`src/rtl/muldiv_pkg.sv`:
```
// rtl/muldiv_pkg.sv - shared types and constants for the multiply/divide unit
// Contents: FSM state enum, RISC-V M-extension funct3 codes, and the
// iteration-counter width helper.
package muldiv_pkg;

  typedef enum logic [1:0] {
    S_IDLE = 2'd0,
    S_CALC = 2'd1,
    S_FIX  = 2'd2,
    S_DONE = 2'd3
  } state_t;

  localparam logic [2:0] F3_MUL    = 3'b000;
  localparam logic [2:0] F3_MULH   = 3'b001;
  localparam logic [2:0] F3_MULHSU = 3'b010;
  localparam logic [2:0] F3_MULHU  = 3'b011;
  localparam logic [2:0] F3_DIV    = 3'b100;
  localparam logic [2:0] F3_DIVU   = 3'b101;
  localparam logic [2:0] F3_REM    = 3'b110;
  localparam logic [2:0] F3_REMU   = 3'b111;

  // The counter must be able to hold DATA_W itself.
  function automatic int cnt_width(input int data_w);
    return $clog2(data_w + 1);
  endfunction

endpackage

```
`src/rtl/muldiv_unit.sv`:
```
// rtl/muldiv_unit.sv - iterative RV32M-style multiply/divide unit
// Ports:
//   clk, reset (async, active-low)
//   start, funct3, op_a, op_b : request, sampled only in IDLE
//   flush                     : synchronous abort, wins over start
//   busy                      : high in every state except IDLE
//   done                      : one-cycle pulse, result valid in that cycle
//   result                    : registered result, held until the next done
module muldiv_unit
  import muldiv_pkg::*;
#(
  parameter int DATA_W = 32
) (
  input  logic              clk,
  input  logic              reset,
  input  logic              start,
  input  logic [2:0]        funct3,
  input  logic [DATA_W-1:0] op_a,
  input  logic [DATA_W-1:0] op_b,
  input  logic              flush,
  output logic              busy,
  output logic              done,
  output logic [DATA_W-1:0] result
);

  localparam int CW = cnt_width(DATA_W);
  localparam logic [CW-1:0]       CNT_LAST = CW'(DATA_W - 1);
  localparam logic [CW-1:0]       CNT_ONE  = CW'(1);
  localparam logic [DATA_W-1:0]   ZERO     = '0;
  localparam logic [2*DATA_W-1:0] ZERO2    = '0;
  localparam logic [DATA_W-1:0]   MOST_NEG = {1'b1, {(DATA_W-1){1'b0}}};

  state_t              r_state, w_next;
  logic [2:0]          r_funct3;
  logic                r_neg_res;   // negate product / quotient
  logic                r_neg_rem;   // remainder follows the dividend sign
  logic [DATA_W-1:0]   r_addend;    // multiplicand (MUL*) or divisor (DIV*)
  logic [2*DATA_W-1:0] r_acc;       // shared shift register {hi, lo}
  logic [CW-1:0]       r_cnt;
  logic [DATA_W-1:0]   r_result;

  // Request decode on the raw inputs
  logic              w_is_div, w_a_signed, w_b_signed, w_a_neg, w_b_neg;
  logic              w_div_zero, w_ovf, w_fast;
  logic [DATA_W-1:0] w_mag_a, w_mag_b, w_fast_result;

  assign w_is_div   = funct3[2];
  assign w_a_signed = (funct3 == F3_MULH) || (funct3 == F3_MULHSU) ||
                      (funct3 == F3_DIV)  || (funct3 == F3_REM);
  assign w_b_signed = (funct3 == F3_MULH) || (funct3 == F3_DIV) || (funct3 == F3_REM);
  assign w_a_neg    = w_a_signed & op_a[DATA_W-1];
  assign w_b_neg    = w_b_signed & op_b[DATA_W-1];
  assign w_mag_a    = w_a_neg ? (ZERO - op_a) : op_a;
  assign w_mag_b    = w_b_neg ? (ZERO - op_b) : op_b;
  assign w_div_zero = w_is_div && (op_b == ZERO);
  assign w_ovf      = w_is_div && !funct3[0] && (op_a == MOST_NEG) && (op_b == '1);
  assign w_fast     = w_div_zero || w_ovf;
  // funct3[1] selects remainder within the divide group
  assign w_fast_result = w_div_zero ? (funct3[1] ? op_a : '1)
                                    : (funct3[1] ? ZERO : op_a);

  // One multiply step: conditional add into the high half, then shift right.
  logic [DATA_W:0]     w_sum;
  logic [2*DATA_W-1:0] w_mul_next;
  assign w_sum      = {1'b0, r_acc[2*DATA_W-1:DATA_W]} +
                      (r_acc[0] ? {1'b0, r_addend} : {1'b0, ZERO});
  assign w_mul_next = {w_sum, r_acc[DATA_W-1:1]};

  // One restoring-divide step: shift left, trial-subtract the divisor.
  logic [DATA_W:0]     w_rem_wide, w_trial;
  logic [2*DATA_W-1:0] w_div_next;
  assign w_rem_wide = r_acc[2*DATA_W-1:DATA_W-1];
  assign w_trial    = w_rem_wide - {1'b0, r_addend};
  assign w_div_next = w_trial[DATA_W]
                    ? {w_rem_wide[DATA_W-1:0], r_acc[DATA_W-2:0], 1'b0}
                    : {w_trial[DATA_W-1:0],    r_acc[DATA_W-2:0], 1'b1};

  // Sign fix-up and result selection
  logic [2*DATA_W-1:0] w_prod;
  logic [DATA_W-1:0]   w_quot, w_rem, w_fix_result;
  assign w_prod = r_neg_res ? (ZERO2 - r_acc) : r_acc;
  assign w_quot = r_neg_res ? (ZERO - r_acc[DATA_W-1:0]) : r_acc[DATA_W-1:0];
  assign w_rem  = r_neg_rem ? (ZERO - r_acc[2*DATA_W-1:DATA_W]) : r_acc[2*DATA_W-1:DATA_W];

  always_comb begin
    w_fix_result = w_rem;
    case (r_funct3)
      F3_MUL:                       w_fix_result = w_prod[DATA_W-1:0];
      F3_MULH, F3_MULHSU, F3_MULHU: w_fix_result = w_prod[2*DATA_W-1:DATA_W];
      F3_DIV, F3_DIVU:              w_fix_result = w_quot;
      default:                      w_fix_result = w_rem;
    endcase
  end

  // FSM: state register
  always_ff @(posedge clk or negedge reset) begin
    if (!reset) r_state <= S_IDLE;
    else        r_state <= w_next;
  end

  // FSM: next state
  always_comb begin
    w_next = r_state;
    case (r_state)
      S_IDLE: if (!flush && start) w_next = w_fast ? S_DONE : S_CALC;
      S_CALC: if (flush) w_next = S_IDLE;
              else if (r_cnt == CNT_LAST) w_next = S_FIX;
      S_FIX:  w_next = flush ? S_IDLE : S_DONE;
      S_DONE: w_next = S_IDLE;
      default: w_next = S_IDLE;
    endcase
  end

  // FSM: outputs
  always_comb begin
    busy = (r_state != S_IDLE);
    done = (r_state == S_DONE);
  end

  assign result = r_result;

  // Datapath registers
  always_ff @(posedge clk or negedge reset) begin
    if (!reset) begin
      r_funct3  <= '0;
      r_neg_res <= 1'b0;
      r_neg_rem <= 1'b0;
      r_addend  <= '0;
      r_acc     <= '0;
      r_cnt     <= '0;
      r_result  <= '0;
    end else begin
      case (r_state)
        S_IDLE: if (start && !flush) begin
          r_funct3  <= funct3;
          r_neg_res <= w_a_neg ^ w_b_neg;
          r_neg_rem <= w_a_neg;
          r_addend  <= w_is_div ? w_mag_b : w_mag_a;
          r_acc     <= {ZERO, (w_is_div ? w_mag_a : w_mag_b)};
          r_cnt     <= '0;
          if (w_fast) r_result <= w_fast_result;
        end
        S_CALC: begin
          r_acc <= r_funct3[2] ? w_div_next : w_mul_next;
          r_cnt <= r_cnt + CNT_ONE;
        end
        // Result is loaded on the edge into DONE so it is valid with done.
        S_FIX: if (!flush) r_result <= w_fix_result;
        default: ;
      endcase
    end
  end

endmodule
```
`config.mk`:
```
export PLATFORM = sky130hd
export DESIGN_NAME = muldiv_unit
export DESIGN_NICKNAME = d
export VERILOG_FILES = /design/src/rtl/muldiv_pkg.sv /design/src/rtl/muldiv_unit.sv
export SDC_FILE = /design/constraint.sdc
export NUM_CORES = 1
export LEC_CHECK = 0
export BUFFER_PORTS_ARGS = -buffer_cell sky130_fd_sc_hd__buf_4
export CELL_PAD_IN_SITES_DETAIL_PLACEMENT = 1
export CELL_PAD_IN_SITES_GLOBAL_PLACEMENT = 2
export CORE_MARGIN = 5
export CORE_UTILIZATION = 38
export CTS_BUF_LIST = sky130_fd_sc_hd__clkbuf_4 sky130_fd_sc_hd__clkbuf_8
export CTS_CLUSTER_SIZE = 14
export DETAILED_ROUTE_END_ITERATION = 6
export PLACE_DENSITY = 0.82
export SLEW_MARGIN = 20
export SYNTH_ARGS = -nofsm -noshare
export SYNTH_HDL_FRONTEND = slang
export SYNTH_SLANG_ARGS = --single-unit
```
`constraint.sdc`:
```
create_clock -name clk -period 4.7 [get_ports clk]
set_input_delay 0.94 -clock clk [delete_from_list [all_inputs] [get_ports clk]]
set_output_delay 0.94 -clock clk [all_outputs]
set_load 0.1 [all_outputs]
```
## After elaboration in Yosys (flattened, before gate mapping)

Index checks and enable logic that the tools add are counted.

- Register bits after elaboration: 141
- Input port bits: 71
- Output and inout bits: 34
- Word-level logic and storage cells: 91

- Add/sub/neg operators: 8
- Equal/unequal tests: 19
- Mux-type cells: 28
- Bitwise logic cells: 3
- Reduce and logical (&&, ||, !) cells: 25

Operator list:

| cell | number |
|---|---|
| $mux W32 | 13 |
| $mux W64 | 4 |
| $pmux W64 S2 | 1 |
| $sub A1 B32 Y32 const A | 4 |
| $pmux W32 S3 | 1 |
| $eq A32 B32 Y1 const B | 2 |
| $pmux W32 S2 | 1 |
| $sub A1 B64 Y64 const A | 1 |
| $add A32 B32 Y33 | 1 |
| $sub A33 B32 Y33 | 1 |
| $logic_not A32 Y1 | 1 |
| $eq A3 B3 Y1 const B | 4 |
| $pmux W6 S2 | 1 |
| $mux W2 | 5 |
| $eq A3 B2 Y1 const B | 3 |
| $pmux W2 S4 | 1 |
| $add A6 B1 Y6 const B | 1 |
| $eq A3 B1 Y1 const B | 2 |
| $eq A6 B5 Y1 const B | 1 |
| $logic_or A1 B1 Y1 | 6 |
| $mux W6 | 1 |
| $ne A2 B2 Y1 const B | 3 |
| $reduce_and A2 Y1 | 3 |
| $reduce_bool A2 Y1 | 3 |
| other kinds (12) | 19 |

## Logic depth before layout (Yosys ltp)

Gate-level depths: netlist (run 1).

- Depth after elaboration: 9
- Gate-level depth with buffers: 14
- Gate-level depth less buffers: 13

## Worst setup path before layout (run 1)

No wires, ideal clock.

- Kind: input to register
- Start: input op_a[1]
- End: register r_result[30], in the netlist result[30]
- Library setup time: 120 ps
- Arrival time: 3433 ps
- Required time: 4580 ps
- Setup slack: 1147 ps
- Cell stages on the path: 12
- Buffers on the path: 1
- Cells stage by stage: inv_1 -> ha_1 -> or3b_1 -> or3_1 -> clkbuf_1 -> nor4_4 -> and4_1 -> o21ai_2 -> a21oi_4 -> and2b_4 -> mux2_1 -> a31o_1

- Longest elaborated chain between the ends: 6

Ends and longest elaborated chain:

| element | RTL line | text |
|---|---|---|
| start, declared | muldiv_unit.sv:18 | `input logic [DATA_W-1:0] op_a,` |
| $eq A32 B32 Y1 | muldiv_unit.sv:56 | `assign w_ovf = w_is_div && !funct3[0] && (op_a == MOST_NEG) && (op_b == '1);` |
| $logic_and A1 B1 Y1 (2 in a row) | muldiv_unit.sv:56 |  |
| $logic_or A1 B1 Y1 | muldiv_unit.sv:57 | `assign w_fast = w_div_zero \|\| w_ovf;` |
| $ne A2 B2 Y1 (no source line) | n/a |  |
| $reduce_and A4 Y1 (no source line) | n/a |  |
| end signal, assigned | muldiv_unit.sv:141 | `if (w_fast) r_result <= w_fast_result;` |
| end signal, assigned | muldiv_unit.sv:148 | `S_FIX: if (!flush) r_result <= w_fix_result;` |
| end, declared | muldiv_unit.sv:40 | `logic [DATA_W-1:0] r_result;` |

No other way between the ends.
A chain may end at the register's enable or synchronous reset.

## Final worst setup path (run 1)

- Start: register r_acc[0]
- End: register r_acc[61]

- Longest elaborated chain between the ends: 4

Ends and longest elaborated chain:

| element | RTL line | text |
|---|---|---|
| start, declared | muldiv_unit.sv:38 | `logic [2*DATA_W-1:0] r_acc;` |
| start signal, assigned | muldiv_unit.sv:139 | `r_acc <= {ZERO, (w_is_div ? w_mag_a : w_mag_b)};` |
| start signal, assigned | muldiv_unit.sv:144 | `r_acc <= r_funct3[2] ? w_div_next : w_mul_next;` |
| $mux W32 | muldiv_unit.sv:66 | `(r_acc[0] ? {1'b0, r_addend} : {1'b0, ZERO});` |
| $add A32 B32 Y33 | muldiv_unit.sv:65 | `assign w_sum = {1'b0, r_acc[2*DATA_W-1:DATA_W]} +` |
| $mux W64 | muldiv_unit.sv:144 |  |
| $pmux W64 S2 | muldiv_unit.sv:133 | `case (r_state)` |

No other way between the ends.

==> metrics.txt, run 1 <==
status finished clean; die area 0.0436 mm2; Final ANT Viol Nets 0; post-route cell area 0.0166 mm2; CP bufs+invs 2; via count 15,379; final hold violations 0; Resized cells post-CTS 0; sequential fraction of the synthesis area 23.5%; MaxCap Viol Count 0; pwr dens 515 mW/mm2; Die X 209 um; Num CTS Buffers 17; dpl ws 0.396 ns; CTS Sinks 141; DRC violations left 0; CP max stage cell a2111oi_0; HP Class primary input to async pin; area of the multi-input gates 0.0107 mm2; Max Slew Vio Count 0; antenna violations before repair 0; Synth Instances 1,962; CP peak stage delay 0.50 ns; kind of critical path flip-flop to flip-flop; final worst slack 0.510 ns; leakage power 6.94 nW; # diodes 0; Layout area overhead 10.4%; Setup Skew 0.0191 ns; critical path arrival 4.58 ns; H-tree depth 4; hpwl dp 49.1 mm; DR pass1 iterations 5; Rows 72; Setup Viol. Count Final 0; CP Cell Sequence inv_1, buf_4, nor2_1, ha_1, a21oi_1, o21ai_1, a2111oi_0, nor3_1, o21bai_1, a41o_1, a311o_1, a32o_1, a311o_1; syn_nets 2,105; drt wl/cell 24.9 um; synth unique cells 90; Peak VDD IR 209 uV; global-route wire length before repair 96.4 mm; root buffer cell clkbuf_8; Nets 2,123; # hold bufs at CTS 0; Final min period 4.19 ns; asr flop ratio synth 100%; final worst-path cycle share 89.1%; all-layer global routing usage 28.0%; number of synthesized register bits 141; post-CTS setup buffer count 0; Worst path top cell family by delay compound AO/OA/AOI/OAI gates; Sum Neg Setup Slack 0 ns; Max Fclk 0.239 GHz; EDFF count, synth 0; R2R Setup Slk 0.51 ns; unrepaired setup endpoints after global routing no; worst-path fanout max 26; num ports 105; Top cell by count, worst path a311o_1; Total Wirelength 62.5 mm; Vias per Instance 6.12; Rel. slew slack 25.8%; Non-Filler Instances 2,511; Reg area 0.00353 mm2; worst slew pin tran 1.11 ns; YS warnings 0; DP Area 0.0162 mm2; IO Port Bufs 104; Die H 209 um; share of layout cells above drive strength 1 11.0%; Final Core Density 42.7%; routability cong. 0.940; Worst-path clk slew 0.10 ns; initial drt markers 1,083; Mapped Avg Cell Area 7.65 um2; Post-Syn Area 0.0150 mm2; Startpoint Class flip-flop; TritonCTS clock tree yes; clk_lat worst skew 0.51 ns; Fillers 4,751; Core ar. 0.0388 mm2; vias in the first global route 15,806; dpl cells 2,479; pin count of the biggest net entering global routing 115; Starting Density 38.7%; Required @ worst endpoint 5.09 ns; predominant post-synthesis flop cell dfrtp_1; Longest Clk Path Bufs 2; grt total ovfl 0; crit end category flip-flop
==> final cells by class <==
cell class              instances  share of cell area (%)
clock buffers                  19                    1.50
inverters                      64                    1.45
repair buffers                142                    6.61
clock inverters                13                   0.778
well taps                     518                    3.91
multi-input cells            1614                    64.4
flip-flops and latches        141                    21.3
==> state kept, by name, indices dropped and copies added (netlist names) <==
name / count
r_acc: 64
r_addend: 32
r_cnt: 6
r_funct3: 3
r_neg_rem: 1
r_neg_res: 1
r_state: 2
result: 32
==> worst register-to-register path, stage by stage, from the launching register on <==
cell and delay (ns):
dfrtp_1 0.47, inv_1 0.28, buf_4 0.37, nor2_1 0.12, ha_1 0.38, a21oi_1 0.21
o21ai_1 0.14, a2111oi_0 0.50, nor3_1 0.14, o21bai_1 0.25, a41o_1 0.34, a311o_1 0.37
a32o_1 0.25, a311o_1 0.27
==> metrics by stage <==
stage                     total power, mW  hold slack [ns]
after floorplan                      5.79            0.450
after global placement               7.31            0.463
after detailed placement             7.42            0.472
after CTS                            8.49            0.459
after global routing                 9.13            0.495
final                                8.54            0.441
==> synthesized netlist by cell type, drive strengths merged, types with 6 or more instances <==
cell type	instances	area [um2]
a21oi	185	937
xnor2	96	841
nand4	16	100
a221o	7	70.1
nand3	32	165
o21bai	7	52.6
o22ai	10	62.6
nor3b	6	45.0
dfrtp	141	3530
nand2b	19	121
ha	70	876
a221oi	6	52.6
maj3	28	280
a31oi	20	138
o41ai	12	105
or2	11	68.8
o21ai	188	945
o221ai	14	123
and2	11	68.8
o211ai	20	150
nor3	24	120
nand2	168	633
nor4	23	214
inv	64	240
a211oi	65	488
o31ai	29	218
clkbuf	122	458
buf	21	129
o21a	10	75.1
a21o	39	293
xor2	73	639
or3	25	161
a22oi	19	143
and3	11	70.1
mux2i	68	681
nor2b	16	100
nor2	186	698
or4	22	180
==> cells by family (layout without fill, tap and decap cells) <==
family | after synthesis | after routing | share of synthesized area, %
DFF | 141 | 141 | 23.5
adders and majority gates | 100 | 100 | 7.97
buffers and inverters | 207 | 238 | 5.51
xor gates and xnor gates | 169 | 169 | 9.86
AOI/OAI and AO/OA | 688 | 688 | 29.1
and+or+nand+nor | 585 | 585 | 19.2
muxes | 72 | 72 | 4.84
==> cells in the final DEF (no fill, tap or decap), types with 6 or more instances in the layout <==
cell type,instances
nand4_1,16
mux2i_1,68
a221o_1,7
o21ai_0,168
or2_2,11
or3_1,24
xor2_1,73
nor3_1,24
o22ai_1,10
dfrtp_1,139
o31ai_1,29
a211oi_1,65
and3_1,10
a221oi_1,6
nor2b_1,15
or4_1,18
a22oi_1,19
nand2_1,167
o21a_1,10
nand3_1,31
nor2_1,184
a21oi_1,184
o21bai_1,7
nor4_1,16
ha_1,70
inv_1,64
o211ai_1,20
and2_1,10
inv_6,6
xnor2_1,96
a21o_1,39
maj3_1,28
a31oi_1,18
o41ai_1,12
nand2b_1,18
clkbuf_8,17
buf_4,139
o221ai_1,14
o21ai_1,19
==> where the power goes <==
part / internal [mW] / switching (mW)
logic: 2.14 / 3.27
registers: 1.49 / 0.612
clock network: 0.441 / 0.582
total: 4.07 / 4.46
==> final timing paths <==
check                              from           end  depth (start not counted)
setup / recovery               r_acc[0]     r_acc[61]                         13
hold / removal                    reset   r_addend[3]                          1
setup reg to reg               r_acc[0]     r_acc[61]                         13
hold reg to reg            r_addend[17]  r_addend[17]                          2
max in group asynchronous         reset  r_addend[16]                          2
min in group clk           r_addend[17]  r_addend[17]                          2
==> per-layer routing <==
| metal | up-vias | global-route usage (%) | wire (um) |
|---|---|---|---|
| met3 | 104 | 4.21 | 3110 |
| met4 | 0 | 10.1 | 2420 |
| met5 | - | 0 | 0 |
| met1 | 7606 | 37.8 | 28200 |
| li1 | 7233 | - | - |
| met2 | 436 | 45.7 | 28800 |
No activity file was read; power rests on OpenSTA's default activity.
==> run 2, diff against run 1 <==
==> constraint.sdc (replaced) <==
create_clock -name clk -period 4.55 [get_ports clk]
set_input_delay 0.91 -clock clk [delete_from_list [all_inputs] [get_ports clk]]
set_output_delay 0.91 -clock clk [all_outputs]
set_load 0.1 [all_outputs]
==> run 2 against run 1 <==
Compared with the run above:
- maximum frequency is 0.30% higher
- flip-flop and latch count did not move
- sequential share of layout area fell by 0.22 points
- critical endpoint unchanged
- die area unchanged
- sequential power increased by 3%
- wire length grew 0.16%
==> metrics.txt, run 2 (synthesized netlist as in run 1, its figures left out) <==
Worst path top cell family by delay compound AO/OA/AOI/OAI gates; clk_lat worst skew 0.53 ns (+0.02 ns); DR top layer met4; IO Port Bufs 104 (unchanged); met2 wire length 28.9 mm (+0.56%); pin count of the biggest net entering global routing 115 (unchanged); # diodes 0 (unchanged); post-route cell area 0.0167 mm2 (+1.1%); antenna violations before repair 0 (unchanged); routability cong. 0.970 (+3.2%); status finished clean; worst-path fanout max 25 (-3.8%); wire length on met3 3.53 mm (+14%); vias in the first global route 15,710 (-0.61%); Required @ worst endpoint 4.96 ns (-0.13 ns); root buffer cell clkbuf_8; Rows 72 (unchanged); CP peak stage delay 0.50 ns (about the same); crit end category flip-flop; Resized cells post-CTS 0 (unchanged); Setup Skew 0.0239 ns (+0.00474 ns); Reg power frac 23.9% (-0.8 points); pwr dens 544 mW/mm2 (+5.5%); Worst-path clk slew 0.11 ns (about the same); Die X 209 um (unchanged); unrepaired setup endpoints after global routing no; CP bufs+invs 2 (unchanged); CTS Sinks 141 (unchanged); hold slack 0.415 ns (-0.0257 ns); initial drt markers 1,148 (+6.0%); kind of critical path flip-flop to flip-flop; M1 wire length 27.9 mm (-1.1%); num ports 105 (unchanged); Longest Clk Path Bufs 2 (unchanged); die area 0.0436 mm2 (unchanged); CP max stage cell dfrtp_1; Setup Viol. Count Final 0 (unchanged); Core ar. 0.0388 mm2 (unchanged); drt wl/cell 24.7 um (-0.71%); DP Area 0.0164 mm2 (+1.0%); Rel. slew slack 21.8% (-4.0 points); Startpoint Class flip-flop; Fillers 4,789 (+0.80%); Top cell by count, worst path a311o_1; TritonCTS clock tree yes; H-tree depth 4 (unchanged); Final min period 4.18 ns (-0.0125 ns); HP Class primary input to async pin; Peak VDD IR 222 uV (+6.1%); worst slew pin tran 1.17 ns (+0.0594 ns); Final ANT Viol Nets 0 (unchanged); grt total ovfl 0 (unchanged); internal power 4.35 mW (+6.8%); Total Wirelength 62.6 mm (+0.16%); final worst-path cycle share 91.8% (+2.7 points); Reg area 0.00353 mm2 (unchanged); hpwl dp 49.5 mm (+0.79%); Vias per Instance 6.19 (+1.1%); Die H 209 um (unchanged); share of layout cells above drive strength 1 12.0% (+0.97 points); Num CTS Buffers 17 (unchanged); max reg flops 64 (unchanged); all-layer global routing usage 27.9% (-0.078 points); Nets 2,145 (+1.0%); Reg with most FFs r_acc; post-CTS setup buffer count 0 (unchanged); critical path arrival 4.59 ns (about the same); # hold bufs at CTS 0 (unchanged); MaxCap Viol Count 0 (unchanged); leakage power 7.05 nW (+1.6%); CP Cell Sequence inv_1, buf_4, nor2_1, ha_1, a21oi_1, o21ai_1, a2111oi_0, nor3_1, o21bai_1, a41o_1, a311o_1, a32o_1, a311o_1; Starting Density 38.7% (unchanged); via count 15,681 (+2.0%); DR pass1 iterations 5 (unchanged); Clk pwr share 11.8% (-0.2 points); most frequent cells in the layout 184 x nor2_1, 184 x a21oi_1, 168 x o21ai_0; DRC violations left 0 (unchanged); global-route wire length before repair 96.2 mm (-0.21%); P_sw 4.75 mW (+6.5%); area of the multi-input gates 0.0107 mm2 (unchanged); Layout area overhead 11.6%; sw frac 52.2% (-0.080 points); Max Fclk 0.239 GHz (+0.30%); Final Core Density 43.1% (+0.45 points); combinational group share of total power 64.3% (+0.9 points); final hold violations 0 (unchanged); Sum Neg Setup Slack 0 ns (unchanged); Max Slew Vio Count 0 (unchanged)
## run 2: layer usage
| layer | GRT usage [%] | vias to the layer above |
|---|---|---|
| li1 | - | 7269 |
| met4 | 9.86 | 0 |
| met5 | 0 | - |
| met1 | 38.4 | 7824 |
| met3 | 3.58 | 88 |
| met2 | 45.2 | 500 |
## run 2: cell type report
type | count | share of cell area (%)
clock buffer | 17 | 1.40
clock inverter | 15 | 0.919
inverter | 64 | 1.43
multi-input combinational | 1614 | 63.8
sequential | 141 | 21.1
tap | 518 | 3.87
timing repair buffer | 164 | 7.53
## run 2: path summary, 6_finish.rpt
kind	endpoint	slack (ns)	cells past startpoint	start
setup reg to reg	r_acc[61]	0.37	13	r_acc[0]
setup / recovery	r_acc[61]	0.37	13	r_acc[0]
hold / removal	result[2]	0.42	1	reset
hold reg to reg	r_addend[25]	0.48	2	r_addend[25]
max in group asynchronous	r_neg_res	3.23	2	reset
min in group clk	r_addend[25]	0.48	2	r_addend[25]
## run 2: power by group through the flow
| stage | Sequential, mW | Clock [mW] | Combinational (mW) |
|---|---|---|---|
| finish | 2.17 | 1.08 | 5.85 |
| CTS | 2.15 | 1.09 | 5.79 |
| global route | 2.21 | 1.14 | 6.37 |
| detailed placement | 2.17 | 0 | 5.74 |
| global placement | 2.16 | 0 | 5.62 |
| floorplan | 1.97 | 0 | 4.01 |
## run 2: stage by stage
step / instances / total power [mW] / setup slack, ns
3_3_place_gp: 2501 / 7.78 / 0.456
6_report: 2533 / 9.10 / 0.372
2_1_floorplan: 1962 / 5.98 / 1.03
5_1_grt: 2533 / 9.72 / 0.168
4_1_cts: 2533 / 9.03 / 0.427
3_5_place_dp: 2501 / 7.91 / 0.311
